**src/rtl/sat_engine_pkg.sv**
```systemverilog
// Shared definitions for the SAT engine bin sequencer.
// Provides the scheduler state encoding, the outcome codes reported on
// result_o, and the default decision-level width used across the engine.
package sat_engine_pkg;

  localparam int DEF_WIDTH_LVL = 16;

  typedef enum logic [2:0] {
    S_IDLE,
    S_IMPLY,
    S_IMPLY_CHK,
    S_DECIDE,
    S_ANALYZE,
    S_LEARN,
    S_BKT,
    S_DONE
  } sched_state_e;

  typedef enum logic [1:0] {
    RES_ERR   = 2'b00,
    RES_SAT   = 2'b01,
    RES_UNSAT = 2'b10,
    RES_GBKT  = 2'b11
  } sched_res_e;

endpackage

```
**src/rtl/sched_stat_cnt.sv**
```systemverilog
// Saturating statistics counter.
// Ports:
//   clk, rst   clock and synchronous active-low reset
//   clr_i      clear to zero (wins over inc_i)
//   inc_i      add one, sticking at all-ones
//   cnt_o      current count
module sched_stat_cnt
  import sat_engine_pkg::*;
#(
  parameter int WIDTH_CNT = 32
) (
  input  logic                 clk,
  input  logic                 rst,
  input  logic                 clr_i,
  input  logic                 inc_i,
  output logic [WIDTH_CNT-1:0] cnt_o
);

  logic [WIDTH_CNT-1:0] cnt_q, cnt_d;

  always_comb begin
    cnt_d = cnt_q;
    if (clr_i) begin
      cnt_d = '0;
    end else if (inc_i && (cnt_q != '1)) begin
      cnt_d = cnt_q + WIDTH_CNT'(1);
    end
  end

  always_ff @(posedge clk) begin
    if (!rst) begin
      cnt_q <= '0;
    end else begin
      cnt_q <= cnt_d;
    end
  end

  assign cnt_o = cnt_q;

endmodule

```
**src/rtl/sat_engine_sched.sv**
```systemverilog
// Top-level sequencer for one SAT engine bin: runs the imply / decide /
// conflict-analysis / backtrack loop over the variable-state list and
// reports exactly one outcome per start.
// Ports:
//   clk, rst                      clock, synchronous active-low reset
//   start_i, base_lvl_i, cur_lvl_i  begin solving; bin base and load level
//   decide_req_o / decide_valid_i / decide_none_i   decider handshake
//   apply_imply_o, new_imply_i, find_conflict_i     imply pass
//   apply_analyze_o, analyze_done_i, max_lvl_i      conflict analysis
//   apply_bkt_o, bkt_lvl_o                          backtrack strobe/target
//   cur_lvl_o, busy_o, done_o, result_o             status and outcome
//   conflict_cnt_o, decide_cnt_o                    saturating statistics
module sat_engine_sched
  import sat_engine_pkg::*;
#(
  parameter int WIDTH_LVL      = DEF_WIDTH_LVL,
  parameter int MAX_IMPLY_ITER = 64,
  parameter int WIDTH_CNT      = 32
) (
  input  logic                 clk,
  input  logic                 rst,
  input  logic                 start_i,
  input  logic [WIDTH_LVL-1:0] base_lvl_i,
  input  logic [WIDTH_LVL-1:0] cur_lvl_i,
  output logic                 decide_req_o,
  input  logic                 decide_valid_i,
  input  logic                 decide_none_i,
  output logic                 apply_imply_o,
  input  logic                 new_imply_i,
  input  logic                 find_conflict_i,
  output logic                 apply_analyze_o,
  input  logic                 analyze_done_i,
  input  logic [WIDTH_LVL-1:0] max_lvl_i,
  output logic                 apply_bkt_o,
  output logic [WIDTH_LVL-1:0] bkt_lvl_o,
  output logic [WIDTH_LVL-1:0] cur_lvl_o,
  output logic                 busy_o,
  output logic                 done_o,
  output logic [1:0]           result_o,
  output logic [WIDTH_CNT-1:0] conflict_cnt_o,
  output logic [WIDTH_CNT-1:0] decide_cnt_o
);

  localparam int ICNT_W = $clog2(MAX_IMPLY_ITER + 1);
  localparam logic [ICNT_W-1:0] ICNT_MAX = ICNT_W'(MAX_IMPLY_ITER);

  sched_state_e         state_q, state_d;
  sched_res_e           result_q, result_d;
  logic [WIDTH_LVL-1:0] base_q, base_d;
  logic [WIDTH_LVL-1:0] cur_lvl_q, cur_lvl_d;
  logic [WIDTH_LVL-1:0] bkt_lvl_q, bkt_lvl_d;
  logic [ICNT_W-1:0]    icnt_q, icnt_d;
  logic                 cnt_clr, ccnt_inc, dcnt_inc;
  logic                 root_conflict;

  // A conflict at level 0 of a bin rooted at level 0 has nothing to undo.
  assign root_conflict = (cur_lvl_q == '0) && (base_q == '0);

  always_comb begin
    state_d   = state_q;
    result_d  = result_q;
    base_d    = base_q;
    cur_lvl_d = cur_lvl_q;
    bkt_lvl_d = bkt_lvl_q;
    icnt_d    = icnt_q;
    cnt_clr   = 1'b0;
    ccnt_inc  = 1'b0;
    dcnt_inc  = 1'b0;
    case (state_q)
      S_IDLE: begin
        if (start_i) begin
          base_d    = base_lvl_i;
          cur_lvl_d = cur_lvl_i;
          icnt_d    = '0;
          cnt_clr   = 1'b1;
          state_d   = S_IMPLY;
        end
      end
      S_IMPLY: begin
        icnt_d  = icnt_q + ICNT_W'(1);
        state_d = S_IMPLY_CHK;
      end
      S_IMPLY_CHK: begin
        if (find_conflict_i) begin
          ccnt_inc = 1'b1;
          state_d  = S_ANALYZE;
        end else if (new_imply_i) begin
          if (icnt_q < ICNT_MAX) begin
            state_d = S_IMPLY;
          end else begin
            result_d = RES_ERR;
            state_d  = S_DONE;
          end
        end else begin
          state_d = S_DECIDE;
        end
      end
      S_DECIDE: begin
        if (decide_none_i) begin
          result_d = RES_SAT;
          state_d  = S_DONE;
        end else if (decide_valid_i) begin
          // Level counter must not wrap; running out of levels is an error.
          if (cur_lvl_q == '1) begin
            result_d = RES_ERR;
            state_d  = S_DONE;
          end else begin
            cur_lvl_d = cur_lvl_q + WIDTH_LVL'(1);
            dcnt_inc  = 1'b1;
            icnt_d    = '0;
            state_d   = S_IMPLY;
          end
        end
      end
      S_ANALYZE: begin
        if (root_conflict) begin
          result_d = RES_UNSAT;
          state_d  = S_DONE;
        end else if (analyze_done_i) begin
          state_d = S_LEARN;
        end
      end
      S_LEARN: begin
        bkt_lvl_d = max_lvl_i;
        if (max_lvl_i < base_q) begin
          result_d = RES_GBKT;
          state_d  = S_DONE;
        end else begin
          state_d = S_BKT;
        end
      end
      S_BKT: begin
        cur_lvl_d = bkt_lvl_q;
        icnt_d    = '0;
        state_d   = S_IMPLY;
      end
      S_DONE: begin
        state_d = S_IDLE;
      end
      default: begin
        state_d = S_IDLE;
      end
    endcase
  end

  always_ff @(posedge clk) begin
    if (!rst) begin
      state_q   <= S_IDLE;
      result_q  <= RES_ERR;
      base_q    <= '0;
      cur_lvl_q <= '0;
      bkt_lvl_q <= '0;
      icnt_q    <= '0;
    end else begin
      state_q   <= state_d;
      result_q  <= result_d;
      base_q    <= base_d;
      cur_lvl_q <= cur_lvl_d;
      bkt_lvl_q <= bkt_lvl_d;
      icnt_q    <= icnt_d;
    end
  end

  sched_stat_cnt #(.WIDTH_CNT(WIDTH_CNT)) u_conflict_cnt (
    .clk   (clk),
    .rst   (rst),
    .clr_i (cnt_clr),
    .inc_i (ccnt_inc),
    .cnt_o (conflict_cnt_o)
  );

  sched_stat_cnt #(.WIDTH_CNT(WIDTH_CNT)) u_decide_cnt (
    .clk   (clk),
    .rst   (rst),
    .clr_i (cnt_clr),
    .inc_i (dcnt_inc),
    .cnt_o (decide_cnt_o)
  );

  // Strobes decode the registered state only, so they are glitch-free and
  // mutually exclusive.
  assign decide_req_o    = (state_q == S_DECIDE);
  assign apply_imply_o   = (state_q == S_IMPLY);
  assign apply_analyze_o = (state_q == S_ANALYZE) && !root_conflict;
  assign apply_bkt_o     = (state_q == S_BKT);
  assign done_o          = (state_q == S_DONE);
  assign busy_o          = (state_q != S_IDLE);
  assign result_o        = result_q;
  assign cur_lvl_o       = cur_lvl_q;
  assign bkt_lvl_o       = bkt_lvl_q;

endmodule

```
**config.mk**
```make
export PLATFORM = sky130hd
export DESIGN_NAME = sat_engine_sched
export DESIGN_NICKNAME = d
export VERILOG_FILES = /design/src/rtl/sat_engine_pkg.sv /design/src/rtl/sched_stat_cnt.sv /design/src/rtl/sat_engine_sched.sv
export SDC_FILE = /design/constraint.sdc
export NUM_CORES = 1
export LEC_CHECK = 0
export BUFFER_PORTS_ARGS = -buffer_cell sky130_fd_sc_hd__clkbuf_2
export CORE_ASPECT_RATIO = 1.25
export CORE_MARGIN = 1
export CORE_UTILIZATION = 50
export DETAILED_ROUTE_END_ITERATION = 7
export GPL_ROUTABILITY_DRIVEN = 0
export MAX_ROUTING_LAYER = met4
export PLACE_DENSITY = 0.86
export SYNTH_ARGS = -nofsm -noshare
export SYNTH_HDL_FRONTEND = slang
export SYNTH_SLANG_ARGS = --single-unit
```
**constraint.sdc**
```tcl
create_clock -name clk -period 3.54 [get_ports clk]
set_clock_uncertainty 0.05 [all_clocks]
set_input_delay 0.177 -clock clk [delete_from_list [all_inputs] [get_ports clk]]
set_output_delay 0.177 -clock clk [all_outputs]
set_load 0.02 [all_outputs]
```
* Word-level counts from Yosys, hierarchy flattened
Cells that the tools add are included.
Widths: inputs -> output; s select.
** Word-level totals
- Register bits :: 124
- Word-level logic and storage cells :: 93
** Operators by class
- $add $sub $neg :: 4
- $lt $le $gt $ge :: 2
- Equality and inequality tests :: 22
- Muxes and demuxes :: 38
- Bitwise logic cells :: 1
- Reduce and logical (&&, ||, !) cells :: 18
** Operators with widths (number)
- $add 32x1->32 const B :: 2
- $mux 16 :: 4
- $ne 32x32->1 const B :: 2
- $pmux 16 s3 :: 1
- $logic_not 16->1 :: 2
- $mux 7 :: 4
- $pmux 7 s4 :: 1
- $mux 3 :: 9
- $pmux 3 s8 :: 1
- $add 16x1->16 const B :: 1
- $eq 16x16->1 const B :: 1
- $lt 16x16->1 :: 1
- $mux 2 :: 8
- $ne 2x2->1 const B :: 8
- $eq 3x3->1 const B :: 4
- $reduce_and 5->1 :: 2
- $mux 1 :: 9
- $pmux 2 s4 :: 1
- $reduce_and 8->1 :: 1
- $reduce_bool 4->1 :: 2
- $add 7x1->7 const B :: 1
- $lt 7x7->1 const B :: 1
- $eq 3x2->1 const B :: 2
- $ne 3x1->1 const B :: 2
- other kinds (11) :: 15

* Depth between registers and ports, before layout
- Depth after elaboration :: 6
- Mapped depth :: 10
- Gate-level depth less buffers :: 8

* Modules after synthesis
Synthesis repeated with hierarchy kept, for this count alone.
** Unflattened totals
- Cells, all modules :: 864
- Area total of the unflattened synthesis :: 6929.1 µm²
** By module, submodules not included
- sat_engine_sched :: instances 1, cells an instance 460, area each 3587.2 µm²
- sched_stat_cnt at u_decide_cnt :: instances 1, cells an instance 201, area each 1674.1 µm²
- sched_stat_cnt at u_conflict_cnt :: instances 1, cells an instance 203, area each 1667.8 µm²

* Least setup slack after synthesis
No wires, ideal clock.
- Path kind :: reg2reg
- Start :: register cur_lvl_q[0] (netlist: cur_lvl_o[0])
- End :: register cur_lvl_q[8] (netlist: cur_lvl_o[8])
- Setup time :: 0.116 ns
- Arrival time :: 2.128 ns
- Setup slack :: 1.245 ns
- Stages on the path, launching flop included :: 11
- Period minus slack after synthesis :: 2.295 ns
- Cells stage by stage :: dfxtp_1 -> ha_1 -> and2_1 -> and4_1 -> buf_2 -> a21oi_1 -> o21a_1 -> buf_2 -> buf_2 -> o211ai_1 -> o211a_1
** On the way
- Longest elaborated chain between the ends :: 5
** RTL lines
- from (decl) :: line sat_engine_sched.sv:50 : logic [WIDTH_LVL-1:0] cur_lvl_q, cur_lvl_d;
- from (signal assigned) :: line sat_engine_sched.sv:158 : cur_lvl_q <= cur_lvl_d;
- $add 16x1->16 :: line sat_engine_sched.sv:108 : cur_lvl_d = cur_lvl_q + WIDTH_LVL'(1);
- $mux 16 :: line sat_engine_sched.sv:104 : if (cur_lvl_q == '1) begin
- $mux 16 :: line sat_engine_sched.sv:102 : end else if (decide_valid_i) begin
- $mux 16 :: line sat_engine_sched.sv:99 : if (decide_none_i) begin
- $pmux 16 s3 :: line sat_engine_sched.sv:69 : case (state_q)
Parallel ways exist; a longest one is shown, timed or not. The select of a mux whose other input is x is not followed.
A chain may end at the register's enable or synchronous reset.

* Worst setup path after layout
- Start :: register cur_lvl_q[0] (netlist: cur_lvl_o[0])
- End :: register cur_lvl_q[15] (netlist: cur_lvl_o[15])
The elaborated chain is that of the path after synthesis.

==> results.toml <==
[power]
p_switching_w = 0.000924
seq_power_share_pct = 42.0
ir_drop_v = 0.000278
cellLeakagePower_nw = 3.39
comb_power_share_pct = 13.0
internal_power_w = 0.00267
pwr-share-clk_pct = 45.0
power_density_nw_per_um2 = 428
sw_frac_of_total_pct = 25.7

[timing]
hold_viol = 0
rsz0062_at_grt = "false"
relSlewSlack_pct = 36.5
worstMarginPinSlew_ns = 0.944
setup_violations = 0
fin_crit_sh_pct = 75.8
period_minus_slack_ns = 2.68
tns_ns = 0
max_freq_mhz = 373
maxSlewViolCount = 0

[layout]
diodes = 0
layout-drive-gt1-share_pct = 21.2
final_area_sq_um = 8390
area_delta_synth_final_pct = 26.1
multi_input_area_sq_um = 3870
final_common_cell = "clkbuf_2"
mostFrequentLayoutCells = "clkbuf_2 (159), dfxtp_1 (124), nand2_1 (104), nor2_1 (76), xnor2_1 (48)"
fillers = 1048
seq_area_sq_um = 2480
finalNetCount = 1053

[floorplan]
ios = 160
core-area_sq_um = 12800
die_area_sq_um = 13800
die_y_um = 131
dieWidth_um = 105
rows = 46
start_util_pct = 51.9

[critical_path]
worstReg2RegEnd = "cur_lvl_o[15]$_SDFFE_PN0P_"
required_ns = 3.80
cp_max_fo = 14
cp_slowest_stage_delay_ns = 0.50
rrSetupSlack_ns = 0.86
critPathSlowestCell = "o21a_1"
path_common_cell = "o21a_1"
rr_worst_depth = 8
cp.arrival_ns = 2.94
r2r_start = "cur_lvl_o[0]$_SDFFE_PN0P_"
path_cells = "ha_1 > and2_1 > and4_1 > a21oi_1 > o21a_1 > buf_4 > a21boi_0 > o21a_1"
startpoint_type = "flop"
criticalPathCategory = "reg2reg"
end_kind = "flop"

[placed_design]
postPlaceCellArea_sq_um = 7550
dpl.hpwl_mm = 12.7
io_buffers = 159

[global_routing]
antenna_found_initial = 0
overflow = 0
grtUsageTotal_pct = 28.9
grt_max_degree = 64
grt_pass1_wl_mm = 30.4
grt_pass1_vias = 6243

[logic_synthesis]
synth.top_cells.by_area = "dfxtp_1 (37%), xnor2_1 (6.3%), nand2_1 (5.9%), nor2_1 (4.3%), a21boi_0 (4.2%)"
synth_top_flop_cell = "dfxtp_1"
synthCells = 801
ys_seq_elements = 124
synth.distinct_cells = 69
synth-edff-count = 0
synth_area_per_cell_sq_um = 8.31
yosys.area.top_type = "dfxtp_1"
synth_top_area_share_pct = 37.3
synthesis.area_sq_um = 6660
synth_nets = 878
yosysWarnings = 0
synth-seq-area-share_pct = 37.3
async_flop_share_pct = 0

[worst_hold_path]
holdPathEnd = "bkt_lvl_o[1]$_SDFFE_PN0N_"
hp-class = "in2reg"
min_from = "max_lvl_i[1]"
hold_depth = 3

[status]
status = "finished clean"

[cts]
clk_pin_slew_worst_paths_ns = 0.05
cts_resized = 0
htree_levels = 4
clockBufferDepth = 2
post-cts-setup-buffer-count = 0
cts_made_buffers = 17
worstSkewPairLatency_ns = 0.42
cts_sinks = 124
tritoncts = "built"
clk_root_buffer_cell = "clkbuf_16"

[routing]
postRouteAntennaNets = 0
wl_mm = 18.9
first_iter_violations = 472
vias_per_cell = 5.78
drcViolationCount = 0
vias = 6660
drt_first_pass_iters = 6
routedWlPerCell_um = 16.4

[job]
cap_violations = 0
==> how the worst max path moves through the flow <==
stage | endpoint | startpoint
floorplan | cur_lvl_o[8]$_SDFFE_PN0P_ | cur_lvl_o[0]$_SDFFE_PN0P_
global placement | cur_lvl_o[15]$_SDFFE_PN0P_ | cur_lvl_o[0]$_SDFFE_PN0P_
detailed placement | cur_lvl_o[15]$_SDFFE_PN0P_ | cur_lvl_o[0]$_SDFFE_PN0P_
CTS | cur_lvl_o[15]$_SDFFE_PN0P_ | cur_lvl_o[0]$_SDFFE_PN0P_
global route | cur_lvl_o[15]$_SDFFE_PN0P_ | cur_lvl_o[0]$_SDFFE_PN0P_
finish | cur_lvl_o[15]$_SDFFE_PN0P_ | cur_lvl_o[0]$_SDFFE_PN0P_
==> critical path, delay by kind of cell (launching register included) <==
family	cells	cell delay [ns]
compound gates	4	1.15
simple gates	2	0.50
flops	1	0.35
buf+inv	1	0.28
fa+ha+maj	1	0.25
==> power groups by stage <==
stage          registers, W  clock network (W)  logic (W)
3_5_place_dp        0.00153                  0   0.000419
3_3_place_gp        0.00153                  0   0.000410
2_1_floorplan       0.00154                  0   0.000267
4_1_cts             0.00150            0.00164   0.000449
5_1_grt             0.00151            0.00170   0.000512
6_report            0.00151            0.00162   0.000466
==> stage by stage <==
step / utilization [%] / hold slack (ns) / cells / worst slack [ns] / power, W
4_1_cts: 65.4 / 0.00505 / 1152 / 0.917 / 0.00359
3_5_place_dp: 58.9 / 0.371 / 1095 / 0.942 / 0.00195
3_3_place_gp: 58.9 / 0.367 / 1095 / 1.00 / 0.00194
6_report: 65.4 / 0.0224 / 1152 / 0.856 / 0.00359
2_1_floorplan: - / 0.272 / 801 / 1.25 / 0.00181
5_1_grt: 65.4 / 0.0115 / 1152 / 0.694 / 0.00372
==> metal layers <==
| layer | up-vias | GRT usage (%) | share of wire [%] |
|---|---|---|---|
| met3 | 78 | 6.80 | 6.9 |
| met1 | 3083 | 31.6 | 40 |
| li1 | 3194 | - | - |
| met2 | 305 | 47.9 | 48 |
| met5 | - | - | 0 |
| met4 | 0 | 17.7 | 4.8 |
==> cells by family (layout without fill, tap and decap cells) <==
family / Yosys count / in the layout / synth area share, %
compound gates: 158 / 158 / 17.1
xor+xnor: 66 / 66 / 8.68
simple gates: 353 / 353 / 27.6
fa+ha+maj: 21 / 21 / 3.95
buf+inv: 74 / 257 / 4.64
flops: 124 / 124 / 37.3
mux: 5 / 5 / 0.771
==> final cells by class <==
type | instances | share of cell area (%)
multi-input combinational | 603 | 46.1
sequential | 124 | 29.6
timing repair buffer | 196 | 13.8
clock buffer | 25 | 6.02
tap | 168 | 2.50
inverter | 34 | 1.58
clock inverter | 2 | 0.417
==> synthesized netlist by cell type, types with 3 or more instances <==
library cell,n
dfxtp_1,124
nand2_1,105
nor2_1,76
xnor2_1,48
a21boi_0,37
inv_1,31
a21oi_1,27
clkbuf_1,27
nand3_1,25
nand4_1,24
o21ai_0,23
and3_1,22
ha_1,21
nor4_1,19
xor2_1,18
nor3_1,15
and4_1,13
a22oi_1,11
and2_1,10
o211ai_1,10
o211a_1,9
or3_1,9
buf_2,8
a211oi_1,6
a21o_1,5
o21a_1,5
a221oi_1,4
mux2i_1,4
nand2b_1,4
nor3_2,4
nor4b_1,4
a2111oi_0,3
a22o_1,3
nand3b_1,3
nor2b_1,3
nor3b_1,3
==> state kept, by name, indices dropped and copies added (netlist names) <==
| register | flops |
|---|---|
| u_conflict_cnt.cnt_o | 32 |
| base_q | 16 |
| result_o | 2 |
| state_q | 3 |
| icnt_q | 7 |
| cur_lvl_o | 16 |
| u_decide_cnt.cnt_o | 32 |
| bkt_lvl_o | 16 |
==> timing repair <==
action,CTS,global route
setup endpoints to repair,0,0
hold endpoints to repair,30,0
hold buffers,30,0
Power figures use the tool's default switching activity.
